==> src/rtl/spgd_ctrl_update_if.sv <==
// Stream bundle for the SPGD control-update stage: products in from the
// multiplier, updated control values out to the actuator/DAC stage.
interface spgd_ctrl_update_if #(
    parameter int DATA_WIDTH = 32,
    parameter int CH_BITS    = 3
) ();
    logic                  prod_valid;
    logic [DATA_WIDTH-1:0] prod_data;
    logic                  prod_ready;

    logic                  u_valid;
    logic [CH_BITS-1:0]    u_ch;
    logic [DATA_WIDTH-1:0] u_data;
    logic                  u_ready;

    // master: the update stage itself (sinks products, sources control values)
    modport master (
        input  prod_valid, prod_data, u_ready,
        output prod_ready, u_valid, u_ch, u_data
    );

    // slave: the surrounding datapath (multiplier upstream, DAC stage downstream)
    modport slave (
        output prod_valid, prod_data, u_ready,
        input  prod_ready, u_valid, u_ch, u_data
    );
endinterface

==> src/rtl/spgd_ctrl_update.sv <==
// SPGD control-vector update: u[k] <- clamp(u[k] + product) per channel,
// streaming each updated value out and keeping the vector between passes.
module spgd_ctrl_update #(
    parameter int                    DATA_WIDTH = 32,
    parameter int                    INT_WIDTH  = 16,
    parameter int                    NUM_CH     = 8,
    parameter int                    CH_BITS    = 3,
    parameter logic [DATA_WIDTH-1:0] U_MAX      = 32'h0010_0000,
    parameter logic [DATA_WIDTH-1:0] U_MIN      = 32'hFFF0_0000,
    parameter logic [DATA_WIDTH-1:0] U_INIT     = '0
) (
    input  logic                clk,
    input  logic                rst_n,
    input  logic                start,
    input  logic                clear,
    spgd_ctrl_update_if.master  bus,
    output logic                busy,
    output logic                done,
    output logic                sat_flag
);

    localparam int IDX_W = (NUM_CH > 1) ? $clog2(NUM_CH) : 1;

    // Bad parameter sets are rejected at elaboration rather than misbehaving silently.
    if (NUM_CH < 2 || CH_BITS < IDX_W || INT_WIDTH > DATA_WIDTH ||
        $signed(U_MIN) > $signed(U_MAX)) begin : g_param_err
        $error("spgd_ctrl_update: illegal parameter set");
    end

    // Clamp limits widened by one bit so they compare against the unwrapped sum.
    localparam logic signed [DATA_WIDTH:0] MAX_W = {U_MAX[DATA_WIDTH-1], U_MAX};
    localparam logic signed [DATA_WIDTH:0] MIN_W = {U_MIN[DATA_WIDTH-1], U_MIN};

    typedef enum logic [1:0] {
        IDLE   = 2'd0,
        ACCEPT = 2'd1,
        EMIT   = 2'd2,
        DONE   = 2'd3
    } state_e;

    state_e                state_q;
    logic [CH_BITS-1:0]    k_q;
    logic [DATA_WIDTH-1:0] u_q [NUM_CH];
    logic                  prod_ready_q;
    logic                  u_valid_q;
    logic [DATA_WIDTH-1:0] u_data_q;
    logic                  busy_q;
    logic                  done_q;
    logic                  sat_q;

    logic [IDX_W-1:0]             k_idx;
    logic [DATA_WIDTH-1:0]        cur_u;
    logic signed [DATA_WIDTH:0]   sum_w;
    logic [DATA_WIDTH-1:0]        clamped_d;
    logic                         clip_d;
    logic                         last_ch;

    assign k_idx   = k_q[IDX_W-1:0];
    assign last_ch = (k_q == CH_BITS'(NUM_CH - 1));

    // NOTE: combinational blocks use blocking assignments and give every output
    // a default first, so no path leaves a value held and no latch is inferred.
    always_comb begin
        cur_u     = u_q[k_idx];
        sum_w     = $signed({cur_u[DATA_WIDTH-1], cur_u})
                  + $signed({bus.prod_data[DATA_WIDTH-1], bus.prod_data});
        clamped_d = sum_w[DATA_WIDTH-1:0];
        clip_d    = 1'b0;
        if (sum_w > MAX_W) begin
            clamped_d = U_MAX;
            clip_d    = 1'b1;
        end else if (sum_w < MIN_W) begin
            clamped_d = U_MIN;
            clip_d    = 1'b1;
        end
    end

    // NOTE: sequential state uses non-blocking assignments only, so every
    // register samples pre-edge values regardless of statement order.
    always_ff @(posedge clk or negedge rst_n) begin
        if (!rst_n) begin
            state_q      <= IDLE;
            k_q          <= '0;
            prod_ready_q <= 1'b0;
            u_valid_q    <= 1'b0;
            u_data_q     <= '0;
            busy_q       <= 1'b0;
            done_q       <= 1'b0;
            sat_q        <= 1'b0;
            // NOTE: the register file is small and must come up at U_INIT, so it
            // lives in flops with a reset rather than in an un-resettable RAM.
            for (int i = 0; i < NUM_CH; i++) begin
                u_q[i] <= U_INIT;
            end
        end else begin
            done_q <= 1'b0;
            case (state_q)
                IDLE: begin
                    if (clear) begin
                        for (int i = 0; i < NUM_CH; i++) begin
                            u_q[i] <= U_INIT;
                        end
                    end else if (start) begin
                        k_q          <= '0;
                        sat_q        <= 1'b0;
                        prod_ready_q <= 1'b1;
                        busy_q       <= 1'b1;
                        state_q      <= ACCEPT;
                    end
                end

                ACCEPT: begin
                    if (bus.prod_valid) begin
                        u_q[k_idx]   <= clamped_d;
                        u_data_q     <= clamped_d;
                        prod_ready_q <= 1'b0;
                        u_valid_q    <= 1'b1;
                        state_q      <= EMIT;
                        if (clip_d) begin
                            sat_q <= 1'b1;
                        end
                    end
                end

                EMIT: begin
                    if (bus.u_ready) begin
                        u_valid_q <= 1'b0;
                        if (last_ch) begin
                            done_q  <= 1'b1;
                            state_q <= DONE;
                        end else begin
                            k_q          <= k_q + CH_BITS'(1);
                            prod_ready_q <= 1'b1;
                            state_q      <= ACCEPT;
                        end
                    end
                end

                DONE: begin
                    busy_q  <= 1'b0;
                    state_q <= IDLE;
                end

                default: begin
                    state_q <= IDLE;
                end
            endcase
        end
    end

    assign bus.prod_ready = prod_ready_q;
    assign bus.u_valid    = u_valid_q;
    assign bus.u_ch       = k_q;
    assign bus.u_data     = u_data_q;
    assign busy           = busy_q;
    assign done           = done_q;
    assign sat_flag       = sat_q;

endmodule
==> src/flat_wrapper.sv <==
// flat-port wrapper written by rule: the top's interface ports become plain ports
module spgd_ctrl_update_flat 
#(
    parameter int                    DATA_WIDTH = 32,
    parameter int                    INT_WIDTH  = 16,
    parameter int                    NUM_CH     = 8,
    parameter int                    CH_BITS    = 3,
    parameter logic [DATA_WIDTH-1:0] U_MAX      = 32'h0010_0000,
    parameter logic [DATA_WIDTH-1:0] U_MIN      = 32'hFFF0_0000,
    parameter logic [DATA_WIDTH-1:0] U_INIT     = '0
)
  (clk, rst_n, start, clear, busy, done, sat_flag, bus_prod_valid, bus_prod_data, bus_u_ready, bus_prod_ready, bus_u_valid, bus_u_ch, bus_u_data);
  spgd_ctrl_update_if #(.DATA_WIDTH(DATA_WIDTH), .CH_BITS(CH_BITS)) bus_i ();
  input  logic clk;
  input  logic rst_n;
  input  logic start;
  input  logic clear;
  output logic busy;
  output logic done;
  output logic sat_flag;
  input wire logic [$bits(bus_i.prod_valid)-1:0] bus_prod_valid;
  input wire logic [$bits(bus_i.prod_data)-1:0] bus_prod_data;
  input wire logic [$bits(bus_i.u_ready)-1:0] bus_u_ready;
  output wire logic [$bits(bus_i.prod_ready)-1:0] bus_prod_ready;
  output wire logic [$bits(bus_i.u_valid)-1:0] bus_u_valid;
  output wire logic [$bits(bus_i.u_ch)-1:0] bus_u_ch;
  output wire logic [$bits(bus_i.u_data)-1:0] bus_u_data;
  assign bus_i.prod_valid = bus_prod_valid;
  assign bus_i.prod_data = bus_prod_data;
  assign bus_i.u_ready = bus_u_ready;
  assign bus_prod_ready = bus_i.prod_ready;
  assign bus_u_valid = bus_i.u_valid;
  assign bus_u_ch = bus_i.u_ch;
  assign bus_u_data = bus_i.u_data;
  spgd_ctrl_update #(.DATA_WIDTH(DATA_WIDTH), .INT_WIDTH(INT_WIDTH), .NUM_CH(NUM_CH), .CH_BITS(CH_BITS), .U_MAX(U_MAX), .U_MIN(U_MIN), .U_INIT(U_INIT)) u_core (.clk(clk), .rst_n(rst_n), .start(start), .clear(clear), .bus(bus_i), .busy(busy), .done(done), .sat_flag(sat_flag));
endmodule
==> config.mk <==
export PLATFORM = sky130hd
export DESIGN_NAME = spgd_ctrl_update_flat
export DESIGN_NICKNAME = d
export VERILOG_FILES = /design/src/rtl/spgd_ctrl_update_if.sv /design/src/rtl/spgd_ctrl_update.sv /design/src/flat_wrapper.sv
export SDC_FILE = /design/constraint.sdc
export NUM_CORES = 1
export LEC_CHECK = 0
export CAP_MARGIN = 20
export CORE_ASPECT_RATIO = 0.8
export CORE_MARGIN = 2
export CORE_UTILIZATION = 36
export CTS_BUF_LIST = sky130_fd_sc_hd__clkbuf_4 sky130_fd_sc_hd__clkbuf_8
export CTS_CLUSTER_DIAMETER = 100
export DETAILED_ROUTE_END_ITERATION = 12
export HOLD_SLACK_MARGIN = 0.02
export PLACE_DENSITY = 0.64
export SLEW_MARGIN = 20
export SYNTH_ARGS = -nofsm -noshare
export SYNTH_HDL_FRONTEND = slang
export SYNTH_SLANG_ARGS = --single-unit
==> constraint.sdc <==
create_clock -name clk -period 5.9 [get_ports clk]
set_input_delay 1.77 -clock clk [delete_from_list [all_inputs] [get_ports clk]]
set_output_delay 1.77 -clock clk [all_outputs]
set_load 0.01 [all_outputs]
======== Word-level counts from Yosys, hierarchy flattened ========
Cells that the tools add are included.
storage, ports and cells
  register bits ........................... 298
  input port bits ......................... 38
  output and inout bits ................... 40
  word-level logic and storage cells ...... 91
cells by class
  add/sub/neg operators ................... 2
  $lt $le $gt $ge ......................... 4
  equal/unequal tests ..................... 11
  mux-type cells .......................... 42
  bitwise logic cells ..................... 1
  reduce and logical (&&, ||, !) cells .... 15
operators with widths
  kind                                                          count
  2-to-1 mux 256 bit                                            2
  one-hot mux 256 bit (2 select lines)                          1
  bitwise mux 256 bit                                           1
  2-to-1 mux 32 bit                                             5
  binary-select mux 32 bit (select 3 bit)                       1
  demux 32 bit (select 3 bit)                                   1
  adder 32 x 32 -> 33 bit                                       1
  > comparator 33 x 22 -> 1 bit, second input constant          1
  less-than comparator 33 x 21 -> 1 bit, second input constant  1
  2-to-1 mux 1 bit                                              16
  2-to-1 mux 3 bit                                              4
  != test 2 bit, second input constant                          6
  2-to-1 mux 2 bit                                              5
  AND reduction 5 bit                                           2
  AND reduction 3 bit                                           3
  one-hot mux 2 bit (4 select lines)                            1
  nonzero test 2 bit                                            4
  one-hot mux 1 bit (2 select lines)                            3
  one-hot mux 3 bit (2 select lines)                            1
  AND reduction 6 bit                                           1
  equality test 2 bit, second input constant                    2
  greater-or-equal comparator 4 bit, second input constant      1
  less-than comparator 4 x 1 -> 1 bit, second input constant    1
  inverter 3 -> 4 bit                                           1
  other kinds (10)                                              10

======== Logic depth before layout (Yosys ltp) ========
  word-level depth ........................ 11
  gate-level depth with buffers ........... 21
  mapped depth without buffers ............ 16

======== Worst setup path after synthesis ========
No wires, ideal clock.
  path kind ............................... input to register
  from .................................... input bus_prod_data[3]
  to ...................................... register u_core.u_q[137] (netlist bit)
  library setup time ...................... 82 ps
  arrival time ............................ 4826 ps
  data required time ...................... 5818 ps
  slack ................................... 992 ps
  stages on the path ...................... 13
  buffers on the path ..................... 3
  cells stage by stage .................... ha_1 and2_4 a221oi_2 nand2_2 xor2_2 or4_1 nor4_1 a41oi_1 or4_1 buf_2 buf_6 buf_6 o211ai_2
on the way
  word-level cells in the longest chain between the ends .. 7
  elaborated cells between the ends (all ways) .. 8
  those cells by class .................... add/sub: 1; order compare: 2; mux: 5
ends and longest elaborated chain
  item                                      line                     text
  from (decl)                               flat_wrapper.sv:22       input wire logic [$bits(bus_i.prod_data)-1:0] bus_prod_data;
  adder 32 x 32 -> 33 bit (*)               spgd_ctrl_update.sv:66   + $signed({bus.prod_data[DATA_WIDTH-1], bus.prod_data});
  less-than comparator 33 x 21 -> 1 bit     spgd_ctrl_update.sv:72   end else if (sum_w < MIN_W) begin
  2-to-1 mux 32 bit                         spgd_ctrl_update.sv:72
  2-to-1 mux 32 bit (*)                     spgd_ctrl_update.sv:69   if (sum_w > MAX_W) begin
  bitwise mux 256 bit (*)                   spgd_ctrl_update.sv:114  u_q[k_idx] <= clamped_d;
  2-to-1 mux 256 bit (*)                    spgd_ctrl_update.sv:113  if (bus.prod_valid) begin
  one-hot mux 256 bit (2 select lines) (*)  spgd_ctrl_update.sv:97   case (state_q)
  to (signal, indexed assignment)           spgd_ctrl_update.sv:114
  to (decl)                                 spgd_ctrl_update.sv:43   logic [DATA_WIDTH-1:0] u_q [NUM_CH];
Every way passes the cells marked *; elsewhere a longest branch is shown, timed or not. The select of a mux whose other input is x is not followed.
A chain may end at the register's enable or synchronous reset.

======== Worst setup path in the final report ========
  from .................................... register u_core.k_q[1], in the netlist u_core.bus.u_ch[1]
  to ...................................... register u_core.u_q[4] (netlist bit)
on the way
  word-level cells in the longest chain between the ends .. 11
  elaborated cells between the ends (all ways) .. 17
  those cells by class .................... add/sub: 1; order compare: 4; mux: 10; bitwise: 1; reduce/logical: 1
ends and longest elaborated chain
  item                                                   line                                             text
  from (decl)                                            spgd_ctrl_update.sv:42                           logic [CH_BITS-1:0] k_q;
  from (signal assigned)                                 spgd_ctrl_update.sv:132                          k_q <= k_q + CH_BITS'(1);
  inverter 3 -> 4 bit (not written as such) (*)          spgd_ctrl_update.sv:64, spgd_ctrl_update.sv:114
  binary-select mux 32 bit (select 3 bit)                spgd_ctrl_update.sv:64                           cur_u = u_q[k_idx];
  2-to-1 mux 32 bit (not written as such) (2 in series)  spgd_ctrl_update.sv:64
  adder 32 x 32 -> 33 bit                                spgd_ctrl_update.sv:66
  less-than comparator 33 x 21 -> 1 bit                  spgd_ctrl_update.sv:72
  2-to-1 mux 32 bit                                      spgd_ctrl_update.sv:72
  2-to-1 mux 32 bit                                      spgd_ctrl_update.sv:69
  bitwise mux 256 bit (*)                                spgd_ctrl_update.sv:114
  2-to-1 mux 256 bit (*)                                 spgd_ctrl_update.sv:113
  one-hot mux 256 bit (2 select lines) (*)               spgd_ctrl_update.sv:97
Marked as above.

==> summary.md <==
| Metric | Value |
|---|---|
| Num CTS Buffers | `55` |
| Clock slew at reported path FFs | `0.06 ns` |
| Setup crit end kind | `flop` |
| Initial DRC count | `2576` |
| Tot Pwr | `7.83 mW` |
| Ratio of cells with drive above 1 in the final layout | `15.2%` |
| Syn Nets | `2199` |
| First-pass GRT wire length | `104000 um` |
| Setup_tns | `0 ns` |
| Final setup fails | `0` |
| Placer Congestion | `0.900` |
| Worst Max-Slew Pin Slew | `1.15 ns` |
| Headroom to the max-slew limit | `23.3%` |
| HP Class | `reg -> reg` |
| Die Ht | `206 um` |
| N_diodes | `0` |
| Tcrit/Tclk final | `95.6%` |
| Final nets | `2222` |
| Slew Viols, Final | `0` |
| Post-CTS setup buffers | `0` |
| Util after Layout | `42.7%` |
| Synthesized area per cell | `8.61 sq um` |
| Hold_sp | `u_core.u_q[255]$_DFFE_PN0P_` |
| Flop2flop setup slack | `0.26 ns` |
| Worst Hold Depth | `1` |
| Clock sink count | `298` |
| Tmin final | `5.64 ns` |
| IO Pins | `78` |
| Highest Clock Rate | `177 MHz` |
| Die Wd | `256 um` |
| Drc violations | `0` |
| Final wirelength | `67400 um` |
| Run status | `complete, no violations` |
| Via Count | `18.2k` |
| R2R depth | `16` |
| Critical path class | `reg -> reg` |
| Design area | `21400 sq um` |
| Std cell rows | `73` |
| CTS tree | `yes` |
| Leakage power | `9.40 nW` |
| Syn. warnings | `0` |
| WHS Endpoint | `u_core.u_q[255]$_DFFE_PN0P_` |
| Core box area | `50000 sq um` |
| Dominant synthesized flop cell | `dfrtp_1` |
| Final ANT Viol Nets | `0` |
| Root buf cell | `clkbuf_8` |
| Clk_lat worst skew | `0.68 ns` |
| Die area | `52700 sq um` |
| Distinct cells, synth | `75` |
| Post-synth EDFFs | `0` |
| Crit path DAT | `6.19 ns` |
| Post_cts resized | `0` |
| Worst Path Max Fanout | `45` |
| P&R area growth vs syn | `16.7%` |
| Skew final | `0.0496 ns` |
| Drt via density | `6.34` |
| Port-buffer cells | `77` |
| Total power per unit cell area | `367 nW/um^2` |
| Clk buf depth | `3` |
| Reg2reg end | `u_core.u_q[4]$_DFFE_PN0P_` |
| Pre-antenna DRT Iters | `6` |
| Worst EP required | `6.45 ns` |
| Placed cell area | `20100 sq um` |
| CTS H-tree depth | `2` |
| FF+latch count, synth | `298` |
| Critical R2R Launch | `u_core.bus.u_ch[1]$_DFFE_PN0P_` |
| GRT overflow | `0` |
| Dpl cells | `2767` |
| Async S/R FF share, synth | `100%` |
| Worst vdd ir | `0.363 mV` |
| Initial antenna violation count | `0` |
| RSZ-0062 raised after global routing | `no` |
| Seq/Total Area, Yosys | `40.8%` |
| Startpoint class of the critical path | `flop` |
| Routed len/inst | `23.5 um` |
| Largest net degree at the start of global routing | `111` |
| Hold buffers post-CTS | `0` |
| Post-Syn Area | `18300 sq um` |
| Final hold viol count | `0` |
| Mapped Cells | `2126` |
| Post-detail-place hpwl | `42200 um` |
| Fill cells | `4856` |
| Max Cap Viol | `0` |
| Vias in the first global route | `17.7k` |
| Starting Density | `36.6%` |
| Non-filler instance count after layout | `2867` |
| GRT Resource Usage Total | `25.1%` |
==> worst max-delay path, stage by stage (launching register included) <==
cell and delay (ns):
dfrtp_1 0.59, and3_1 0.78, a22oi_1 0.22, nand4_1 0.30, ha_1 0.24, inv_1 0.05
fa_1 0.40, nand2b_1 0.20, a211oi_1 0.33, o2111ai_1 0.32, a32o_1 0.31, a21oi_1 0.17
o2111a_1 0.20, nand4_1 0.15, or4_4 0.71, buf_12 0.26, o211ai_1 0.22
==> kinds of logic (layout without fill, tap and decap cells) <==
group,count (synthesis),count (layout),synth area share (%)
xor+xnor,16,16,0.807
buf+inv,224,290,5.20
flops,298,298,40.8
compound gates,587,587,25.9
simple gates,963,963,24.8
fa+ha+maj,35,35,2.43
mux,3,3,0.171
==> stage by stage <==
stage / setup WS (ns) / hold slack, ns
after detailed placement: 0.0822 / 0.466
after CTS: 0.364 / 0.478
after global routing: 0.0286 / 0.485
final: 0.259 / 0.476
after global placement: 0.0856 / 0.458
after floorplan: 0.992 / 0.450
==> per-layer routing <==
layer	global-route usage, %	vias to the layer above	routed length, um
met1	34.7	8991	28300
met5	0	-	0
met4	10.6	0	2630
li1	-	7905	-
met2	37.2	1077	28700
met3	6.64	193	7830
==> power by group <==
part	switching (mW)	internal, mW
Sequential	0.114	2.18
Combinational	2.46	0.857
Clock	0.948	1.26
==> registers in the layout, summed over array words and instances (netlist names) <==
| signal | flops |
|---|---|
| u_core.bus.u_ch | 3 |
| u_core.done | 1 |
| u_core.sat_flag | 1 |
| u_core.bus.u_data | 32 |
| u_core.state_q | 2 |
| u_core.bus.prod_ready | 1 |
| u_core.u_q | 256 |
| u_core.bus.u_valid | 1 |
| u_core.busy | 1 |
==> cell usage in the layout, fill, tap and decap left out, drive strengths merged, types with 5 or more instances in the layout <==
cell type and n:
xor2 10, clkbuf 88, o211ai 161, clkdlybuf4s50 76, o21a 9, o21ai 60
a21o 98, nor2 70, and2 23, or3 8, nand2 378, dfrtp 298
and4 5, inv 14, nand4 47, nor4 17, nor3b 6, and3 23
nand2b 12, buf 103, a22oi 128, o31ai 6, nand3 176, nor2b 5
xnor2 6, a21oi 48, a211o 6, a31oi 10, a41oi 21, nor3 182
clkinv 8, ha 34, a211oi 9
==> layout make-up <==
class | instances | area (sq um) | area share (%)
clock buffer | 88 | 1130 | 5.29
clock inverter | 12 | 106 | 0.498
inverter | 11 | 41.3 | 0.193
multi-input combinational | 1604 | 9980 | 46.7
sequential | 298 | 7460 | 34.9
tap | 675 | 845 | 3.96
timing repair buffer | 179 | 1790 | 8.39
==> synth_stat cells (23+ instances only) <==
cell type | count | share of area, %
a21o_1 | 98 | 4.0
dfrtp_1 | 298 | 41
and3_1 | 23 | 0.79
a21oi_1 | 48 | 1.3
nand4_1 | 47 | 1.6
nor2_1 | 70 | 1.4
ha_1 | 34 | 2.3
a22oi_1 | 128 | 5.3
o211ai_1 | 63 | 2.6
clkbuf_1 | 177 | 3.6
nand2_1 | 377 | 7.7
o21ai_0 | 56 | 1.5
o211ai_2 | 98 | 6.7
nand3_1 | 175 | 4.8
nor3_1 | 181 | 5.0
==> how the worst max path moves through the flow <==
stage                                   start  cells after the start                           to  slack, ns
3_3_place_gp                 bus_prod_data[0]                     14   u_core.u_q[97]$_DFFE_PN0P_       0.09
6_report       u_core.bus.u_ch[1]$_DFFE_PN0P_                     16    u_core.u_q[4]$_DFFE_PN0P_       0.26
2_1_floorplan                bus_prod_data[3]                     13  u_core.u_q[137]$_DFFE_PN0P_       0.99
3_5_place_dp                 bus_prod_data[0]                     14   u_core.u_q[40]$_DFFE_PN0P_       0.08
5_1_grt        u_core.bus.u_ch[1]$_DFFE_PN0P_                     16   u_core.u_q[33]$_DFFE_PN0P_       0.03
4_1_cts        u_core.bus.u_ch[1]$_DFFE_PN0P_                     16  u_core.u_q[104]$_DFFE_PN0P_       0.36
(Power assumes the default switching activity.)
